**src/rtl/cpu_pkg.sv**
```systemverilog
// cpu_pkg: constants and types shared by the instruction-fetch blocks.
`default_nettype none

package cpu_pkg;

  localparam int          XLEN             = 32;
  localparam int          IMEM_AW          = 11;
  localparam logic [31:0] RESET_PC_DEFAULT = 32'h0040_0000;
  localparam logic [31:0] NOP              = 32'h0000_0000;

  typedef struct packed {
    logic [XLEN-1:0] instr;
    logic [XLEN-1:0] pc;
  } fetch_entry_t;

endpackage

`default_nettype wire

```
**src/rtl/ifetch_queue.sv**
```systemverilog
// ifetch_queue: DEPTH-entry synchronous FIFO of {instr, pc} with clear and head output.
// Revision 1.0
`default_nettype none

module ifetch_queue
  import cpu_pkg::*;
#(
  parameter int DEPTH = 4
) (
  input  logic                     clk,
  input  logic                     rst,
  input  logic                     clear,
  input  logic                     push,
  input  fetch_entry_t             push_entry,
  input  logic                     pop,
  output logic [$clog2(DEPTH):0]   count,
  output fetch_entry_t             head
);

  localparam int PW = $clog2(DEPTH);

  fetch_entry_t  mem [DEPTH];
  logic [PW-1:0] wr_ptr;
  logic [PW-1:0] rd_ptr;

  // Pointers wrap naturally because DEPTH is a power of two.
  always_ff @(posedge clk) begin
    if (rst || clear) begin
      wr_ptr <= '0;
      rd_ptr <= '0;
      count  <= '0;
    end else begin
      if (push) wr_ptr <= wr_ptr + 1'b1;
      if (pop)  rd_ptr <= rd_ptr + 1'b1;
      case ({push, pop})
        2'b10:   count <= count + 1'b1;
        2'b01:   count <= count - 1'b1;
        default: count <= count;
      endcase
    end
  end

  always_ff @(posedge clk) begin
    if (push) mem[wr_ptr] <= push_entry;
  end

  assign head = mem[rd_ptr];

endmodule

`default_nettype wire

```
**src/rtl/ifetch_ctrl.sv**
```systemverilog
// ifetch_ctrl: fetch PC, memory enable/address and redirect handling in front of ifetch_queue.
// Optional IFETCH_PERF_EN adds perf_fetch_cnt / perf_stall_cnt outputs. Revision 1.0
`default_nettype none

module ifetch_ctrl
  import cpu_pkg::*;
#(
  parameter logic [31:0] RESET_PC = RESET_PC_DEFAULT,
  parameter int          DEPTH    = 4
) (
  input  logic        clk,
  input  logic        rst,
  output logic        imem_rena,
  output logic [10:0] imem_addr,
  input  logic [31:0] imem_rdata,
  input  logic        redirect_valid,
  input  logic [31:0] redirect_pc,
  input  logic        id_ready,
  output logic        if_valid,
  output logic [31:0] if_instr,
  output logic [31:0] if_pc
`ifdef IFETCH_PERF_EN
  ,
  output logic [31:0] perf_fetch_cnt,
  output logic [31:0] perf_stall_cnt
`endif
);

  localparam int             CW         = $clog2(DEPTH) + 1;
  localparam logic [CW-1:0]  FULL_COUNT = CW'(DEPTH);

  logic [31:0]   fetch_pc;
  logic [31:0]   pc_offset;
  logic [CW-1:0] count;
  logic          fetch;
  logic          pop;
  fetch_entry_t  head;
  fetch_entry_t  new_entry;
  logic          unused_bits;

  // Full test uses registered count only, so id_ready never reaches imem_rena.
  assign fetch     = !rst && !redirect_valid && (count != FULL_COUNT);
  assign imem_rena = fetch;
  assign pc_offset = fetch_pc - RESET_PC;
  assign imem_addr = pc_offset[12:2];

  assign if_valid  = !rst && (count != '0);
  assign pop       = if_valid && id_ready && !redirect_valid;
  assign if_instr  = if_valid ? head.instr : NOP;
  assign if_pc     = if_valid ? head.pc    : '0;

  assign new_entry = '{instr: imem_rdata, pc: fetch_pc};

  // Offset bits outside the word index alias away, as do the redirect byte bits.
  assign unused_bits = &{1'b0, pc_offset[31:13], pc_offset[1:0], redirect_pc[1:0]};

  always_ff @(posedge clk) begin
    if (rst) begin
      fetch_pc <= RESET_PC;
    end else if (redirect_valid) begin
      fetch_pc <= {redirect_pc[31:2], 2'b00};
    end else if (fetch) begin
      fetch_pc <= fetch_pc + 32'd4;
    end
  end

  ifetch_queue #(
    .DEPTH (DEPTH)
  ) u_queue (
    .clk        (clk),
    .rst        (rst),
    .clear      (redirect_valid),
    .push       (fetch),
    .push_entry (new_entry),
    .pop        (pop),
    .count      (count),
    .head       (head)
  );

`ifdef IFETCH_PERF_EN
  always_ff @(posedge clk) begin
    if (rst) begin
      perf_fetch_cnt <= '0;
      perf_stall_cnt <= '0;
    end else begin
      if (fetch)     perf_fetch_cnt <= perf_fetch_cnt + 32'd1;
      if (!if_valid) perf_stall_cnt <= perf_stall_cnt + 32'd1;
    end
  end
`endif

endmodule

`default_nettype wire

```
**config.mk**
```make
export PLATFORM = sky130hd
export DESIGN_NAME = ifetch_ctrl
export DESIGN_NICKNAME = d
export VERILOG_FILES = /design/src/rtl/cpu_pkg.sv /design/src/rtl/ifetch_queue.sv /design/src/rtl/ifetch_ctrl.sv
export SDC_FILE = /design/constraint.sdc
export NUM_CORES = 1
export LEC_CHECK = 0
export ABC_AREA = 1
export CAP_MARGIN = 0
export CORE_ASPECT_RATIO = 1.1
export CORE_MARGIN = 2
export CORE_UTILIZATION = 45
export DETAILED_ROUTE_END_ITERATION = 10
export HOLD_SLACK_MARGIN = 0.1
export MAX_ROUTING_LAYER = met4
export PLACE_DENSITY_LB_ADDON = 0.25
export SETUP_SLACK_MARGIN = 0.05
export SLEW_MARGIN = 40
export SYNTH_ARGS = -nofsm -noshare
export SYNTH_HDL_FRONTEND = slang
export SYNTH_HIERARCHICAL = 1
export SYNTH_SLANG_ARGS = --single-unit
```
**constraint.sdc**
```tcl
create_clock -name clk -period 7.3 [get_ports clk]
set_clock_uncertainty 0.15 [all_clocks]
set_input_delay 1.825 -clock clk [delete_from_list [all_inputs] [get_ports clk]]
set_output_delay 1.825 -clock clk [all_outputs]
set_load 0.005 [all_outputs]
```
==> flow_metrics.env <==
export IMPL_gr_total_overflow=0
export IMPL_reg2reg_slack_ps=4590
export IMPL_worstSetupEndpointType="output port"
export IMPL_num_rows=65
export IMPL_setup_tns_ps=0
export IMPL_cp_max_fo=63
export IMPL_area_growth_pct=19.3
export IMPL_r2r_start="u_queue/count[1]$_SDFFE_PP0P_"
export IMPL_die_w_um=166
export IMPL_finalMaxSlewViolations=0
export IMPL_finalWorstSetupSlack_ps=1370
export IMPL_ir_drop_uv=207
export IMPL_required_ps=5330
export IMPL_synth_top_family_by_area="simple AND/OR/NAND/NOR gates"
export IMPL_cap_violations=0
export IMPL_synth_ff_type="edfxtp_1"
export IMPL_finalSetupViolations=0
export IMPL_port_buffers=142
export IMPL_min_period_over_period=0.812
export IMPL_cts_setup_buffers=0
export IMPL_synth_simple_area_share=0.151
export IMPL_criticalPathCategory="in2out"
export IMPL_routed_wl_mm=28.6
export IMPL_yosys_warnings=6
export IMPL_numCtsBuffers=30
export IMPL_slew_headroom=0.478
export IMPL_cts_buffer_depth=3
export IMPL_power_switching_uw=753
export IMPL_drt_initial_drc_count=686
export IMPL_ys_types=39
export IMPL_regToRegEndpoint="u_queue/mem[1][39]$_DFFE_PP_"
export IMPL_crit_start="rst"
export IMPL_nFillCells=2501
export IMPL_p_seq_frac=0.531
export IMPL_dpl_hpwl_mm=16.6
export IMPL_core_area_sq_um=28500
export IMPL_min_path_type="reg2reg"
export IMPL_swShare=0.208
export IMPL_synth_async_reset_ratio=0
export IMPL_synthAdderAreaFrac=0.00736
export IMPL_cts_tree="done"
export IMPL_p_int_mw=2.86
export IMPL_path_delay_family="buffers and inverters"
export IMPL_clock_latency_ps=560
export IMPL_ys_seq_elements=295
export IMPL_hold_viol=0
export IMPL_worst_path_largest_cell_delay_ps=530
export IMPL_status="complete, no violations"
export IMPL_cts_resized=0
export IMPL_final_nets=1420
export IMPL_io_pins=145
export IMPL_r2r_cells=6
export IMPL_muxShareOfSynthArea=0
export IMPL_synth_xor_area_share=0.00203
export IMPL_tightestPinTransition_ps=782
export IMPL_crit_slowest_cell="buf_4"
export IMPL_crit_cells=7
export IMPL_power_frac_comb=0.055
export IMPL_cellPowerDensity_nw_per_um2=235
export IMPL_grt_pass1_vias=8631
export IMPL_root_buffer="clkbuf_16"
export IMPL_dr_pass1_iters=5
export IMPL_syn_inst=1225
export IMPL_grt_antenna_before_repair=0
export IMPL_synth_edf_count=256
export IMPL_fp_dieH_um=182
export IMPL_max_clock_freq_mhz=169
export IMPL_htreeDepth=1
export IMPL_syn_area_per_cell_sq_um=10.6
export IMPL_grt_max_degree=84
export IMPL_antenna_left=0
export IMPL_diodes=0
export IMPL_wl_per_cell_um=16.5
export IMPL_drive_above_1_share=0.0774
export IMPL_path_cells="clkdlybuf4s50_1, buf_4, a31oi_1, inv_2, buf_4, nor2_1, clkdlybuf4s50_1"
export IMPL_crit_buf_inv=5
export IMPL_cts_num_sinks=295
export IMPL_via_count=8999
export IMPL_dpl_cell_area_sq_um=14400
export IMPL_holdBufCountCts=0
export IMPL_startpoint_type="primary input"
export IMPL_preCtsSetupSlack_ps=1340
export IMPL_rsz0062_at_grt="false"
export IMPL_grt_total_usage=0.194
export IMPL_post_route_cell_area_sq_um=15400
export IMPL_utilization=0.542
export IMPL_arrival_ps=3950
export IMPL_path_clk_slew_ps=60
export IMPL_initial_core_util=0.454
export IMPL_grt_first_pass_wirelength_mm=45.6
export IMPL_layout_min_cycle_time_ps=5930
export IMPL_clkPwrFrac=0.414
export IMPL_drc=0
export IMPL_synth_cell_area_sq_um=12900
export IMPL_synth_compound_area_frac=0.111
export IMPL_via_per_inst=5.18
export IMPL_die_area_sq_um=30100
export IMPL_total_power_mw=3.62
export IMPL_globalplace_congestion=0.870
export IMPL_endpoint="if_instr[15]"
export IMPL_p_leak_nw=5.49
export IMPL_ys_seq_area_frac=0.655
metrics by stage:
stage / hold WS [ps] / instances
finish: 290 / 1737
global route: 325 / 1737
CTS: 287 / 1737
detailed placement: 268 / 1681
global placement: 274 / 1681
floorplan: 262 / 1232
routing by layer:
layer / global-route usage / wire, um / up-vias
met5: - / 0 / -
met1: 0.258 / 13000 / 4258
met3: 0.0240 / 1510 / 46
met2: 0.319 / 13500 / 269
li1: - / - / 4426
met4: 0.0518 / 566 / 0
how the worst min path moves through the flow:
stage / from / end / slack [ps] / depth (start not counted)
finish: u_queue/rd_ptr[1]$_SDFFE_PP0P_ / flop / 290 / 1
floorplan: u_queue/rd_ptr[1]$_SDFFE_PP0P_ / flop / 260 / 1
CTS: u_queue/rd_ptr[1]$_SDFFE_PP0P_ / flop / 290 / 1
global route: u_queue/rd_ptr[1]$_SDFFE_PP0P_ / flop / 320 / 1
detailed placement: u_queue/rd_ptr[1]$_SDFFE_PP0P_ / flop / 270 / 1
global placement: u_queue/rd_ptr[1]$_SDFFE_PP0P_ / flop / 270 / 1
power by group through the flow:
stage	clock [mW]	sequential [mW]	combinational, mW
after floorplan	0	1.94	0.111
after global placement	0	1.95	0.197
after detailed placement	0	1.96	0.199
after CTS	1.53	1.92	0.200
after global routing	1.60	1.92	0.222
final	1.50	1.92	0.198
sequential cells by signal, summed over array words and instances (netlist names), named ones only:
| register | count |
|---|---|
| u_queue/mem | 256 |
| fetch_pc | 30 |
| u_queue/count | 3 |
| u_queue/rd_ptr | 2 |
| u_queue/wr_ptr | 2 |
Yosys cell counts, types with 4 or more instances:
cell      number  share of area
edfxtp_1     256           0.59
nor2_1       246          0.071
nand2_1      144          0.042
inv_1        109          0.032
o21ai_0      100          0.039
o22ai_1       68          0.033
o21ai_1       63          0.024
dfxtp_1       39          0.060
nand3_1       31          0.012
a21oi_1       25         0.0097
clkbuf_1      23         0.0067
buf_4         18          0.010
buf_6         16          0.014
nor2_2        14         0.0068
buf_2         10         0.0039
nand2_2        9         0.0044
ha_1           6         0.0058
nor2_4         5         0.0044
a31oi_1        4         0.0019
kinds of logic (layout without fill, tap and decap cells):
kind of cell	after synthesis	count (layout)
xor gates and xnor gates	3	3
AOI/OAI and AO/OA	266	266
DFF	295	295
and+or+nand+nor	463	463
adders and majority gates	7	7
other	1	8
buffers and inverters	190	327
worst reg2reg max path: stages, from the launching register on:
cell and delay [ps]:
dfxtp_1 430, nor3_4 90, nor3_4 100, buf_4 290
nand2_1 120, inv_2 570, buf_4 610
final cells by class:
cell class | instances | area, sq um | share of cell area
Sequential cell | 295 | 8470 | 0.550
Tap cell | 368 | 460 | 0.0299
Inverter | 117 | 457 | 0.0296
Clock buffer | 38 | 781 | 0.0506
Clock inverter | 18 | 193 | 0.0125
Timing Repair Buffer | 154 | 1510 | 0.0980
Multi-Input combinational cell | 747 | 3540 | 0.230
cell usage in the layout (no fill, tap or decap), drive strengths merged:
cell type / Yosys / routed
inv: 114 / 114
clkinv: 3 / 15
buf: 45 / 12
edfxtp: 256 / 256
a31oi: 4 / 4
xnor2: 1 / 1
ha: 6 / 6
conb: 1 / 8
nor2: 265 / 265
nand2: 156 / 156
a22oi: 1 / 1
clkdlybuf4s50: 0 / 142
xor2: 2 / 2
nand3: 34 / 34
nand4: 3 / 3
bufinv: 0 / 4
or2: 2 / 2
a21boi: 2 / 2
dfxtp: 39 / 39
a21oi: 28 / 28
fa: 1 / 1
clkbuf: 28 / 38
clkinvlp: 0 / 2
o22ai: 68 / 68
nor3: 3 / 3
o21ai: 163 / 163
No activity file was read; power rests on OpenSTA's default activity.
